<file path="src/rtl/d_ff_input_conditioner.sv">
// Input conditioner for the advanced D flip-flop: synchronises and debounces a raw
// pin, producing a clean D level plus a one-cycle enable strobe. Define D_FF_COND_EDGE_EN for rise/fall strobes.
module d_ff_input_conditioner #(
    parameter int SYNC_STAGES     = 2,
    parameter int DEBOUNCE_CYCLES = 16,
    parameter int CNT_WIDTH       = 8
) (
    input  logic clk,
    input  logic reset_sync_n,
    input  logic din,
    input  logic hold,
    output logic D,
    output logic enable,
    output logic rise,
    output logic fall,
    output logic busy
);

    typedef enum logic {
        IDLE,
        QUALIFY
    } state_t;

    localparam logic [CNT_WIDTH-1:0] CNT_LAST = CNT_WIDTH'(DEBOUNCE_CYCLES - 1);

    logic [SYNC_STAGES-1:0] sync_q;
    logic                   s;
    state_t                 state, state_next;
    logic [CNT_WIDTH-1:0]   cnt, cnt_next;
    logic                   d_next;
    logic                   commit;

    // Not frozen by hold, so the sampled level is current the moment hold drops.
    always_ff @(posedge clk) begin
        if (!reset_sync_n) sync_q <= '0;
        else               sync_q <= {sync_q[SYNC_STAGES-2:0], din};
    end

    assign s = sync_q[SYNC_STAGES-1];

    always_ff @(posedge clk) begin
        if (!reset_sync_n) begin
            state  <= IDLE;
            cnt    <= '0;
            D      <= 1'b0;
            enable <= 1'b0;
        end else begin
            state  <= state_next;
            cnt    <= cnt_next;
            D      <= d_next;
            enable <= commit;
        end
    end

    always_comb begin
        state_next = state;
        cnt_next   = cnt;
        d_next     = D;
        commit     = 1'b0;
        if (hold || (s == D)) begin
            // A bounce back to the held level throws away partial qualification.
            state_next = IDLE;
            cnt_next   = '0;
        end else if (cnt == CNT_LAST) begin
            state_next = IDLE;
            cnt_next   = '0;
            d_next     = ~D;
            commit     = 1'b1;
        end else begin
            state_next = QUALIFY;
            cnt_next   = cnt + 1'b1;
        end
    end

    assign busy = (state == QUALIFY);

`ifdef D_FF_COND_EDGE_EN
    always_ff @(posedge clk) begin
        if (!reset_sync_n) begin
            rise <= 1'b0;
            fall <= 1'b0;
        end else begin
            rise <= commit & d_next;
            fall <= commit & ~d_next;
        end
    end
`else
    assign rise = 1'b0;
    assign fall = 1'b0;
`endif

endmodule
</file>
<file path="config.mk">
export PLATFORM = sky130hd
export DESIGN_NAME = d_ff_input_conditioner
export DESIGN_NICKNAME = d
export VERILOG_FILES = /design/src/rtl/d_ff_input_conditioner.sv
export SDC_FILE = /design/constraint.sdc
export NUM_CORES = 1
export LEC_CHECK = 0
export CORE_MARGIN = 10
export CORE_UTILIZATION = 35
export CTS_CLUSTER_DIAMETER = 120
export CTS_CLUSTER_SIZE = 40
export DETAILED_ROUTE_END_ITERATION = 8
export PLACE_DENSITY = 0.63
export SYNTH_ARGS = -nofsm -noshare
export SYNTH_HDL_FRONTEND = slang
export SYNTH_SLANG_ARGS = --single-unit
</file>
<file path="constraint.sdc">
create_clock -name clk -period 1.3 [get_ports clk]
set_input_delay 0.26 -clock clk [delete_from_list [all_inputs] [get_ports clk]]
set_output_delay 0.26 -clock clk [all_outputs]
set_load 0.05 [all_outputs]
</file>
# After elaboration in Yosys (flattened, before gate mapping)
# Index checks and enable logic that the tools add are counted.
# Widths: inputs -> output; s select.
[totals]
mem_count = 0
ff_bits = 13
wordCells = 17
out_inout_bits = 5
latchBits = 0
ramBits = 0
rom_bits = 0
[op_classes]
eq_ne = 2
shift = 0
div = 0
mul = 0
mux = 2
n_bitwise = 3
n_addsub = 1
reduce_logical = 4
n_lt_le_gt_ge = 0
[op_table]
columns = ["op", "count"]
rows = [
  ["$add 8x1->8 const B", 1],
  ["$eq 8x4->1 const B", 1],
  ["$not 1->1", 3],
  ["$reduce_or 3->1", 1],
  ["$mux 1", 2],
  ["$reduce_and 2->1", 1],
  ["$reduce_or 2->1", 1],
  ["$eq 1x1->1", 1],
  ["$logic_or 1x1->1", 1],
]

# Longest topological paths before layout
# Gate-level depths: netlist of run 1.
[logic_depth]
ltp_word = 4
ltp_mapped = 4
mapped_depth_nobuf = 4

# Worst setup path before layout of run 1
# No wires, ideal clock.
[synth_path]
path_kind = "reg2reg"
start = "reg cnt[5]"
end = "reg D"
t_required_ps = 1169
slack_ps = -61
path_buffers = 0
path_stages_with_launch = 4
t_arrival_ps = 1229
cell_sequence = "dfxtp_1 -> or4_4 -> o311ai_2 -> o41ai_2"
[synth_between]
elab_chain_len = 2
[synth_rtl]
columns = ["item", "line_no", "rtl"]
rows = [
  ["start: declaration", "29", "logic [CNT_WIDTH-1:0] cnt, cnt_next;"],
  ["start signal: assignment", "49", "cnt <= cnt_next;"],
  ["$eq 8x4->1", "64", "end else if (cnt == CNT_LAST) begin"],
  ["$reduce_and 2->1 (no line)", "--", ""],
  ["end signal: assignment", "50", "D <= d_next;"],
  ["end: declaration", "12", "output logic D,"],
]
# No other way between the ends.
# A chain may end at the register's enable or synchronous reset.

# Worst setup path in the final report of run 1
[layout_path]
start = "reg cnt[7]"
end = "reg D"
# Same word-level chain as after synthesis.

==> run summary, run 1 <==
CLOCK TREE
----------------------------------------------------------------------------------------
Cts bufs inserted                                                                      3
Buffers from clock root to sink, at most                                               2
Root cell of the clock tree                                                 sky130_fd_sc_hd__clkbuf_4
Clock slew seen by the registers of the worst setup and hold paths               0.08 ns
Total clock sinks                                                                     13
TritonCTS clock tree                                                                done
CTS HTree Levels                                                                       1
Clock latency on the worst-skew pair                                             0.27 ns

CELLS AND AREA
----------------------------------------------------------------------------------------
Fill cell total of the finished layout                                               132
Area Overhead vs Synth                                                             41.9%
Number of standard cells in the final layout excluding fillers                        90
Multi-input combinational cell area                                             285 um^2
Diodes inserted                                                                        0
Number of nets at the end of the flow                                                 80
Total area of sequential cells                                                  264 um^2
Layout cells sized above 1                                                         39.2%

ROUTE
----------------------------------------------------------------------------------------
Vias/cell                                                                           4.91
Antenna Violating Nets Remaining                                                       0
Vias                                                                                 442
Total Wirelength                                                                  984 um
WL/cell                                                                          10.9 um
Drt pass-1 iters                                                                       3
Initial detailed-routing violation count                                               1
DRC violations left                                                                    0

LOGIC SYNTHESIS
----------------------------------------------------------------------------------------
Fraction of the yosys area taken by sequential cells                               47.4%
Average instance area after synthesis                                          10.2 um^2
Main area contributors after synthesis                                      sky130_fd_sc_hd__dfxtp_1 (47%), sky130_fd_sc_hd__o2111ai_4 (4.8%), sky130_fd_sc_hd__a21oi_1 (3.6%)
Cell type with the largest total area after synthesis                       sky130_fd_sc_hd__dfxtp_1
Count of unique library cells instantiated by Yosys                                   23
Mapped Area                                                                     549 um^2
Synthesized instance count                                                            54
Area fraction of the dominant cell type after synthesis                            47.4%
Warnings from Yosys                                                                    0
Synth Register Bits                                                                   13

SETUP PATH
----------------------------------------------------------------------------------------
Crit end category                                                              flip-flop
Crit path launch type                                                          flip-flop
Path type of the worst setup path                                                reg2reg
Reg-to-reg slack, setup                                                         -0.09 ns
Arr. time, crit path                                                             1.54 ns
Maximum fanout count along the critical path                                           5
Data required time of the critical path                                          1.45 ns

PLACE
----------------------------------------------------------------------------------------
Routability-driven placement congestion ratio                                      0.664
DP Cell Count                                                                         86
Half-perimeter wire length after detailed placement                               787 um
Place WS                                                                      -0.0964 ns
Number of I/O port buffers                                                             6

FLOORPLANNING
----------------------------------------------------------------------------------------
Die boundary width                                                               59.6 um
Core ar.                                                                       1490 um^2
Total Die Area                                                                 3550 um^2
Die height                                                                       59.6 um
Initial core utilization                                                           36.9%
Number of placement rows                                                              14
Num ports                                                                              9

STA
----------------------------------------------------------------------------------------
Portion of the clock cycle consumed by the worst path in the final layout           107%
Post-route clock skew                                                         0.00156 ns
RSZ-0062 raised after global routing                                                 yes
Minimum hold slack                                                              0.443 ns
Final worst slack                                                             -0.0853 ns
Final-report max-slew violation count                                                  0
Endpoints failing hold                                                                 0
Time the worst path needs with I/O delays and setup                              1.39 ns
Achievable clock frequency                                                       722 MHz
Setup-violating endpoint count in the final report                                     8

POWER AND IR DROP
----------------------------------------------------------------------------------------
Max rail drop VDD                                                               0.730 mV
Pleak                                                                           0.289 nW
Share of total power in combinational logic                                         6.4%
Switching portion of total power                                                   22.4%
Internal portion of total power                                                   538 uW
Sequential power share                                                             58.2%
Power dissipated by switching net loads                                           156 uW
Total power density per cell area                                            891 nW/um^2
Clock network fraction of total power                                              35.5%

GLOBAL ROUTE
----------------------------------------------------------------------------------------
Global-route congestion overflow total                                                 0
Number of antenna violations at the first check in global routing                      0
Global-route wire length before repair                                           1610 um
Via count of the first global-routing pass                                           401
Maximum number of pins on one net before global-route repair                           8
All-Layer GR Usage                                                                 5.91%

HOLD PATH
----------------------------------------------------------------------------------------
Type of the worst min-delay path                                                 reg2reg

OUTCOME
----------------------------------------------------------------------------------------
Run status                                                                  finished, violations left
Failing checks                                                              setup timing

JOB
----------------------------------------------------------------------------------------
Max Cap Viol                                                                           0

==> what timing repair did <==
item / 4_1_cts / 5_1_grt
endpoints found under the setup margin: 9 / 9
gates cloned: 0 / 0
buffers inserted: 0 / 0
hold buffers: 0 / 0
pin swaps: 1 / 1
gates resized for setup: 3 / 2
==> synthesized netlist by cell type <==
library cell / n
sky130_fd_sc_hd__nand3_1: 3
sky130_fd_sc_hd__or3b_2: 1
sky130_fd_sc_hd__nand3_4: 1
sky130_fd_sc_hd__conb_1: 1
sky130_fd_sc_hd__or3_2: 1
sky130_fd_sc_hd__dfxtp_1: 13
sky130_fd_sc_hd__or3_1: 2
sky130_fd_sc_hd__nor3_1: 1
sky130_fd_sc_hd__and2_1: 2
sky130_fd_sc_hd__nand2_1: 4
sky130_fd_sc_hd__ha_1: 1
sky130_fd_sc_hd__xnor2_1: 1
sky130_fd_sc_hd__nor2_1: 4
sky130_fd_sc_hd__o311ai_2: 1
sky130_fd_sc_hd__o2111ai_4: 1
sky130_fd_sc_hd__a21oi_1: 4
sky130_fd_sc_hd__inv_1: 3
sky130_fd_sc_hd__o41ai_2: 1
sky130_fd_sc_hd__or4_4: 1
sky130_fd_sc_hd__nand4_1: 1
sky130_fd_sc_hd__xor2_1: 2
sky130_fd_sc_hd__o21ai_0: 3
sky130_fd_sc_hd__buf_4: 2
==> registers in the layout (all words and copies together) (netlist names) <==
register and cells:
sync_q 2, enable 1, D 1, cnt 8
busy 1
==> metal layers <==
metal  up-vias  track usage (%)  wire [um]
met5         -                0          0
met4         0             3.85         25
met3         4             2.58         30
met2         6             9.66        497
met1       206             5.96        430
li1        226                -          -
==> metrics by stage <==
step / util [%] / power [mW] / TNS [ns] / area, um^2
global route: 52.4 / 0.728 / -1.20 / 779
finish: 52.4 / 0.694 / -0.625 / 779
floorplan: - / 0.440 / -0.0481 / 557
global placement: 49.3 / 0.457 / -0.409 / 734
detailed placement: 49.3 / 0.457 / -0.603 / 734
CTS: 51.9 / 0.701 / -0.678 / 773
==> area by class of cell <==
type                       instances  share of cell area (%)
clock buffer                       4                    3.37
inverter                           3                    1.44
multi-input combinational         37                    36.6
sequential                        13                    33.9
tap                               16                    2.57
timing repair buffer              17                    22.2
==> worst max-delay path: stages, from the launching register on <==
cell	delay (ns)
sky130_fd_sc_hd__dfxtp_1	0.32
sky130_fd_sc_hd__or4_4	0.58
sky130_fd_sc_hd__o311ai_2	0.26
sky130_fd_sc_hd__o41ai_2	0.11
==> cell usage in the layout (no fill, tap or decap), types with 4 or more instances in the layout <==
| cell type | synthesis | routed |
|---|---|---|
| sky130_fd_sc_hd__buf_4 | 2 | 11 |
| sky130_fd_sc_hd__dfxtp_1 | 13 | 10 |
| sky130_fd_sc_hd__nand2_1 | 4 | 4 |
| sky130_fd_sc_hd__nor2_1 | 4 | 4 |
==> final timing paths <==
check / startpoint / end / cells after the start
setup reg to reg: cnt[7] / D / 3
setup / recovery: cnt[7] / D / 3
hold / removal: sync_q[0] / sync_q[1] / 1
hold reg to reg: sync_q[0] / sync_q[1] / 1
==> power groups by stage <==
stage	Sequential (mW)	Combinational, mW	Clock [mW]
final	0.404	0.0442	0.246
after detailed placement	0.413	0.0440	0
after floorplan	0.414	0.0253	0
after global placement	0.413	0.0438	0
after global routing	0.404	0.0478	0.276
after CTS	0.404	0.0441	0.253
==> cell families after synthesis <==
family          Yosys count  synth area share, %
simple gates             21                 23.0
flops                    13                 47.4
compound gates           10                 17.1
buf+inv                   5                 4.78
xor+xnor                  3                 4.78
fa+ha+maj                 1                 2.28
other cells               1                0.683
No activity file was read; power rests on OpenSTA's default activity.
==> inputs of run 2 (changes only) <==
--- a/config.mk
+++ b/config.mk
@@ -5,12 +5,12 @@
 export SDC_FILE = /design/constraint.sdc
 export NUM_CORES = 1
 export LEC_CHECK = 0
-export CORE_MARGIN = 10
-export CORE_UTILIZATION = 35
+export CORE_AREA = 10 10 47 49
 export CTS_CLUSTER_DIAMETER = 120
 export CTS_CLUSTER_SIZE = 40
 export DETAILED_ROUTE_END_ITERATION = 8
-export PLACE_DENSITY = 0.63
+export DIE_AREA = 0 0 57 59
+export PLACE_DENSITY = 0.72
 export SYNTH_ARGS = -nofsm -noshare
 export SYNTH_HDL_FRONTEND = slang
 export SYNTH_SLANG_ARGS = --single-unit
==> run summary, run 2 (synthesis results as in run 1) <==
OUTCOME
----------------------------------------------------------------------------------------
Run status                                                                  finished, violations left
Failing checks                                                              setup timing

CLOCK TREE
----------------------------------------------------------------------------------------
CTS HTree Levels                                                                       1   unchanged
TritonCTS clock tree                                                                done
Clock slew seen by the registers of the worst setup and hold paths               0.09 ns   about the same
Total clock sinks                                                                     13   unchanged
Cts bufs inserted                                                                      3   unchanged
Clock latency on the worst-skew pair                                             0.28 ns   about the same
Buffers from clock root to sink, at most                                               2   unchanged
Root cell of the clock tree                                                 sky130_fd_sc_hd__clkbuf_4

STA
----------------------------------------------------------------------------------------
Minimum hold slack                                                              0.437 ns   -0.00534 ns
Portion of the clock cycle consumed by the worst path in the final layout           107%   +0.11 points
Endpoints failing hold                                                                 0   unchanged
Time the worst path needs with I/O delays and setup                              1.39 ns   +0.00144 ns
Fin Setup TNS                                                                  -0.604 ns   +0.0215 ns
Setup-violating endpoint count in the final report                                     8   unchanged
Final worst slack                                                             -0.0868 ns   -0.00144 ns
Post-route clock skew                                                         0.00862 ns   +0.00707 ns
Final-report max-slew violation count                                                  0   unchanged
RSZ-0062 raised after global routing                                                 yes
Achievable clock frequency                                                       721 MHz   -0.10%

CELLS AND AREA
----------------------------------------------------------------------------------------
Area Overhead vs Synth                                                             44.0%
Largest regs                                                                cnt (8), sync_q (2)
Number of standard cells in the final layout excluding fillers                        91   +1.1%
Most frequent standard cell in the layout excluding fill and tap cells      sky130_fd_sc_hd__buf_4
Largest reg by FF count                                                              cnt
Layout cells sized above 1                                                         41.3%   +2.1 points
Commonest cells after routing, fill and taps aside                          sky130_fd_sc_hd__buf_4 (12), sky130_fd_sc_hd__dfxtp_1 (10), sky130_fd_sc_hd__nand2_1 (4), sky130_fd_sc_hd__nor2_1 (4)
Total area of sequential cells                                                  264 um^2   unchanged
Number of nets at the end of the flow                                                 81   +1.3%
Final design area excluding fillers                                             791 um^2   +1.4%
Layout Utilization                                                                 56.4%   +4.1 points
Max FFs per register                                                                   8   unchanged
Diodes inserted                                                                        0   unchanged
Multi-input combinational cell area                                             289 um^2   +1.3%
Fill cell total of the finished layout                                               118   -11%

ROUTE
----------------------------------------------------------------------------------------
Initial detailed-routing violation count                                              13   +12
Total Wirelength                                                                 1060 um   +7.8%
DRC violations left                                                                    0   unchanged
WL/cell                                                                          11.7 um   +6.6%
Drt pass-1 iters                                                                       4   +1
Vias                                                                                 477   +7.9%
Antenna Violating Nets Remaining                                                       0   unchanged
Vias/cell                                                                           5.24   +6.7%

PLACE
----------------------------------------------------------------------------------------
Total cell area at the placement stage                                          734 um^2   unchanged
Routability-driven placement congestion ratio                                      0.760   +15%
Place WS                                                                      -0.0721 ns   +0.0243 ns
DP Cell Count                                                                         86   unchanged
Number of I/O port buffers                                                             6   unchanged
Half-perimeter wire length after detailed placement                               769 um   -2.3%

FLOORPLANNING
----------------------------------------------------------------------------------------
Number of placement rows                                                              14   unchanged
Die boundary width                                                                 57 um   -4.4%
Initial core utilization                                                           39.2%   +2.3 points
Total Die Area                                                                 3360 um^2   -5.4%
Num ports                                                                              9   unchanged
Core ar.                                                                       1400 um^2   -5.9%
Die height                                                                         59 um   -1.0%

SETUP PATH
----------------------------------------------------------------------------------------
Crit path launch type                                                          flip-flop
Maximum fanout count along the critical path                                           7   +2
Arr. time, crit path                                                             1.55 ns   about the same
Data required time of the critical path                                          1.46 ns   about the same
Path type of the worst setup path                                                reg2reg
Crit end category                                                              flip-flop

POWER AND IR DROP
----------------------------------------------------------------------------------------
Internal portion of total power                                                   539 uW   about the same
Pleak                                                                           0.296 nW   +2.3%
Sequential power share                                                             57.2%   -1.0 points
Share of total power in combinational logic                                         6.3%   about the same
PnR Total Power                                                                   706 uW   +1.6%
Clock network fraction of total power                                              36.5%   +1.0 points
Switching portion of total power                                                   23.7%   +1.2 points
Power dissipated by switching net loads                                           167 uW   +7.1%
Total power density per cell area                                            892 nW/um^2   +0.19%
Max rail drop VDD                                                               0.563 mV   -23%

GLOBAL ROUTE
----------------------------------------------------------------------------------------
Number of antenna violations at the first check in global routing                      0   unchanged
Maximum number of pins on one net before global-route repair                           8   unchanged
All-Layer GR Usage                                                                 6.73%   +0.82 points
Global-route congestion overflow total                                                 0   unchanged
Global-route wire length before repair                                           1830 um   +14%
Via count of the first global-routing pass                                           439   +9.5%

JOB
----------------------------------------------------------------------------------------
Max Cap Viol                                                                           0   unchanged

HOLD PATH
----------------------------------------------------------------------------------------
Type of the worst min-delay path                                                 reg2reg

-- run 2: changes by cell type in the layout (fill, tap and decap cells not counted), sizes merged --
cell  previous run  this run
buf             14        15
-- run 2: what timing repair did --
| action | 4_1_cts | 5_1_grt |
|---|---|---|
| buffers inserted | 1 | 0 |
| gates resized for setup | 2 | 4 |
| hold buffers | 0 | 0 |
| pin swaps | 4 | 0 |
| endpoints found under the hold margin | 0 | 0 |
| setup endpoints to repair | 9 | 10 |
-- run 2: layout make-up --
| type | count | share of cell area [%] |
|---|---|---|
| Clock buffer | 4 | 3.32 |
| Inverter | 3 | 1.42 |
| Multi-Input combinational cell | 37 | 36.6 |
| Sequential cell | 13 | 33.4 |
| Tap cell | 16 | 2.53 |
| Timing Repair Buffer | 18 | 22.8 |
-- run 2: path summary, 6_finish.rpt --
check             startpoint         to  slack [ns]  cells past startpoint
setup / recovery      cnt[7]     cnt[0]       -0.09                      3
hold / removal     sync_q[0]  sync_q[1]        0.44                      1
setup reg to reg      cnt[7]     cnt[0]       -0.09                      3
hold reg to reg    sync_q[0]  sync_q[1]        0.44                      1
-- run 2: power groups by stage --
stage                     registers, mW  clock network [mW]  logic [mW]
final                             0.404               0.257      0.0447
after global routing              0.404               0.281      0.0482
after CTS                         0.403               0.252      0.0444
after detailed placement          0.413                   0      0.0443
after global placement            0.413                   0      0.0437
after floorplan                   0.414                   0      0.0253
-- run 2: layer usage --
metal | track usage, % | vias to the layer above | part of all wire (%)
li1 | - | 229 | -
met1 | 6.97 | 226 | 41
met3 | 2.79 | 6 | 5.8
met2 | 11.2 | 16 | 50
met4 | 4.03 | 0 | 2.4
met5 | 0 | - | 0
-- run 2: critical path: stages, from the launching register on --
cell                        delay [ns]
sky130_fd_sc_hd__dfxtp_1          0.32
sky130_fd_sc_hd__or4_4            0.57
sky130_fd_sc_hd__o2111ai_4        0.31
sky130_fd_sc_hd__nor2_1           0.07
==> inputs of run 3 (changes only) <==
--- a/config.mk
+++ b/config.mk
@@ -5,12 +5,14 @@
 export SDC_FILE = /design/constraint.sdc
 export NUM_CORES = 1
 export LEC_CHECK = 0
-export CORE_AREA = 10 10 47 49
+export CORE_MARGIN = 10
+export CORE_UTILIZATION = 40
 export CTS_CLUSTER_DIAMETER = 120
 export CTS_CLUSTER_SIZE = 40
 export DETAILED_ROUTE_END_ITERATION = 8
-export DIE_AREA = 0 0 57 59
-export PLACE_DENSITY = 0.72
+export GPL_ROUTABILITY_DRIVEN = 0
+export PLACE_DENSITY = 0.7
+export SKIP_CTS_REPAIR_TIMING = 1
 export SYNTH_ARGS = -nofsm -noshare
 export SYNTH_HDL_FRONTEND = slang
 export SYNTH_SLANG_ARGS = --single-unit
==> run summary, run 3 (synthesis results as in run 1) <==
FLOORPLANNING
----------------------------------------------------------------------------------------
Initial core utilization                                                           42.2%   +3.0 points
Number of placement rows                                                              13   -1
Die height                                                                       57.1 um   -3.3%
Core ar.                                                                       1300 um^2   -7.1%
Total Die Area                                                                 3260 um^2   -3.2%
Num ports                                                                              9   unchanged
Die boundary width                                                               57.1 um   about the same

OUTCOME
----------------------------------------------------------------------------------------
Failing checks                                                              setup timing
Run status                                                                  finished, violations left

CELLS AND AREA
----------------------------------------------------------------------------------------
Layout cells sized above 1                                                         38.4%   -3.0 points
Total area of sequential cells                                                  265 um^2   +0.47%
Fill cell total of the finished layout                                               116   -1.7%
Most frequent standard cell in the layout excluding fill and tap cells      sky130_fd_sc_hd__buf_4
Area Overhead vs Synth                                                             39.4%
Commonest cells after routing, fill and taps aside                          sky130_fd_sc_hd__buf_4 (10), sky130_fd_sc_hd__dfxtp_1 (9)
Number of nets at the end of the flow                                                 79   -2.5%
Number of standard cells in the final layout excluding fillers                        88   -3.3%
Multi-input combinational cell area                                             279 um^2   -3.5%
Largest reg by FF count                                                              cnt
Largest regs                                                                cnt (8), sync_q (2)
Max FFs per register                                                                   8   unchanged
Diodes inserted                                                                        0   unchanged

POWER AND IR DROP
----------------------------------------------------------------------------------------
Switching portion of total power                                                   21.7%   -2.0 points
Total power density per cell area                                            897 nW/um^2   +0.50%
Sequential power share                                                             58.8%   +1.6 points
Power dissipated by switching net loads                                           149 uW   -11%
Share of total power in combinational logic                                         6.5%   +0.2 points
Clock network fraction of total power                                              34.8%   -1.7 points
Pleak                                                                           0.284 nW   -3.9%
Internal portion of total power                                                   538 uW   -0.13%
Max rail drop VDD                                                               0.687 mV   +22%
PnR Total Power                                                                   687 uW   -2.7%

ROUTE
----------------------------------------------------------------------------------------
Drt pass-1 iters                                                                       3   -1
DRC violations left                                                                    0   unchanged
Vias/cell                                                                           4.89   -6.8%
Vias                                                                                 430   -9.9%
WL/cell                                                                          11.1 um   -4.4%
Antenna Violating Nets Remaining                                                       0   unchanged
Total Wirelength                                                                  981 um   -7.5%
Initial detailed-routing violation count                                               6   -7

SETUP PATH
----------------------------------------------------------------------------------------
Maximum fanout count along the critical path                                           7   unchanged
Crit path launch type                                                          flip-flop
Number of cell instances on the worst register-to-register path                        3   unchanged
Crit end category                                                              flip-flop
Destination of the worst register-to-register timing path                         cnt[0]
Path type of the worst setup path                                                reg2reg
Reg-to-reg slack, setup                                                         -0.09 ns   about the same
Stage delay of the slowest cell on the critical path                             0.58 ns   about the same
Critical-path top delay cell                                                sky130_fd_sc_hd__or4_4
Reg-to-reg startpoint                                                             cnt[7]
Ordered cell list for the critical path                                     or4_4 > o2111ai_4 > nor2_1
Data required time of the critical path                                          1.45 ns   about the same
Arr. time, crit path                                                             1.54 ns   about the same

CLOCK TREE
----------------------------------------------------------------------------------------
Clock latency on the worst-skew pair                                             0.26 ns   -0.02 ns
Total clock sinks                                                                     13   unchanged
CTS HTree Levels                                                                       1   unchanged
Clock slew seen by the registers of the worst setup and hold paths               0.08 ns   about the same
Cts bufs inserted                                                                      3   unchanged
Root cell of the clock tree                                                 sky130_fd_sc_hd__clkbuf_4
Buffers from clock root to sink, at most                                               2   unchanged
TritonCTS clock tree                                                                done

PLACE
----------------------------------------------------------------------------------------
DP Cell Count                                                                         84   -2.3%
Number of I/O port buffers                                                             6   unchanged
Half-perimeter wire length after detailed placement                               764 um   -0.62%
Place WS                                                                      -0.0853 ns   -0.0132 ns

STA
----------------------------------------------------------------------------------------
Final-report max-slew violation count                                                  0   unchanged
Minimum hold slack                                                              0.439 ns   +0.00179 ns
Setup-violating endpoint count in the final report                                     8   unchanged
Achievable clock frequency                                                       721 MHz   about the same
Endpoints failing hold                                                                 0   unchanged
Final worst slack                                                             -0.0878 ns   -0.00105 ns
RSZ-0062 raised after global routing                                                 yes
Post-route clock skew                                                         0.00176 ns   -0.00686 ns
Portion of the clock cycle consumed by the worst path in the final layout           107%   about the same
Time the worst path needs with I/O delays and setup                              1.39 ns   +0.00105 ns

GLOBAL ROUTE
----------------------------------------------------------------------------------------
Maximum number of pins on one net before global-route repair                           8   unchanged
Global-route congestion overflow total                                                 0   unchanged
Number of antenna violations at the first check in global routing                      0   unchanged
All-Layer GR Usage                                                                 7.10%   +0.37 points
Global-route wire length before repair                                           1890 um   +3.4%
Via count of the first global-routing pass                                           442   +0.68%

HOLD PATH
----------------------------------------------------------------------------------------
Hold_sp                                                                        sync_q[0]
Type of the worst min-delay path                                                 reg2reg
Cell depth of the worst hold path                                                      1   unchanged
Worst Hold Endpoint                                                            sync_q[1]

JOB
----------------------------------------------------------------------------------------
Max Cap Viol                                                                           0   unchanged

## run 3: power by group through the flow
stage	clock network, mW	logic [mW]	registers [mW]
6_report	0.239	0.0443	0.404
5_1_grt	0.273	0.0480	0.404
4_1_cts	0.253	0.0443	0.403
3_5_place_dp	0	0.0442	0.413
3_3_place_gp	0	0.0437	0.413
2_1_floorplan	0	0.0253	0.414
## run 3: worst max-delay path by stage
stage | from | endpoint | slack, ns | cells past startpoint
floorplan | cnt[7] | D | -0.04 | 3
global placement | cnt[7] | D | -0.06 | 3
detailed placement | cnt[7] | cnt[3] | -0.09 | 3
CTS | cnt[7] | cnt[3] | -0.10 | 3
global route | cnt[7] | cnt[3] | -0.16 | 3
finish | cnt[7] | cnt[0] | -0.09 | 3
## run 3: critical path, delay by kind of cell (launching register included)
family | cells | cell delay (ns)
flops | 1 | 0.31
simple gates | 2 | 0.66
compound gates | 1 | 0.30
## run 3: per-layer routing
| metal | GRT usage (%) | wire length [um] | part of all wire (%) |
|---|---|---|---|
| met1 | 7.78 | 415 | 42 |
| met2 | 11.8 | 518 | 53 |
| met3 | 2.88 | 36 | 3.7 |
| met4 | 3.02 | 10 | 1.0 |
| met5 | 0 | 0 | 0 |
## run 3: per-stage QoR
stage          setup TNS (ns)  area (um^2)  util [%]
6_report               -0.614          766      58.8
5_1_grt                 -1.15          766      58.8
4_1_cts                -0.713          752      57.8
3_5_place_dp           -0.589          726      55.8
3_3_place_gp           -0.394          726      55.8
2_1_floorplan         -0.0481          557         -
## run 3: layout make-up
cell class                      instances  share of cell area (%)
Tap cell                               15                    2.45
Multi-Input combinational cell         37                    36.4
Inverter                                3                    1.47
Timing Repair Buffer                   16                    21.6
Clock buffer                            4                    3.43
Sequential cell                        13                    34.6
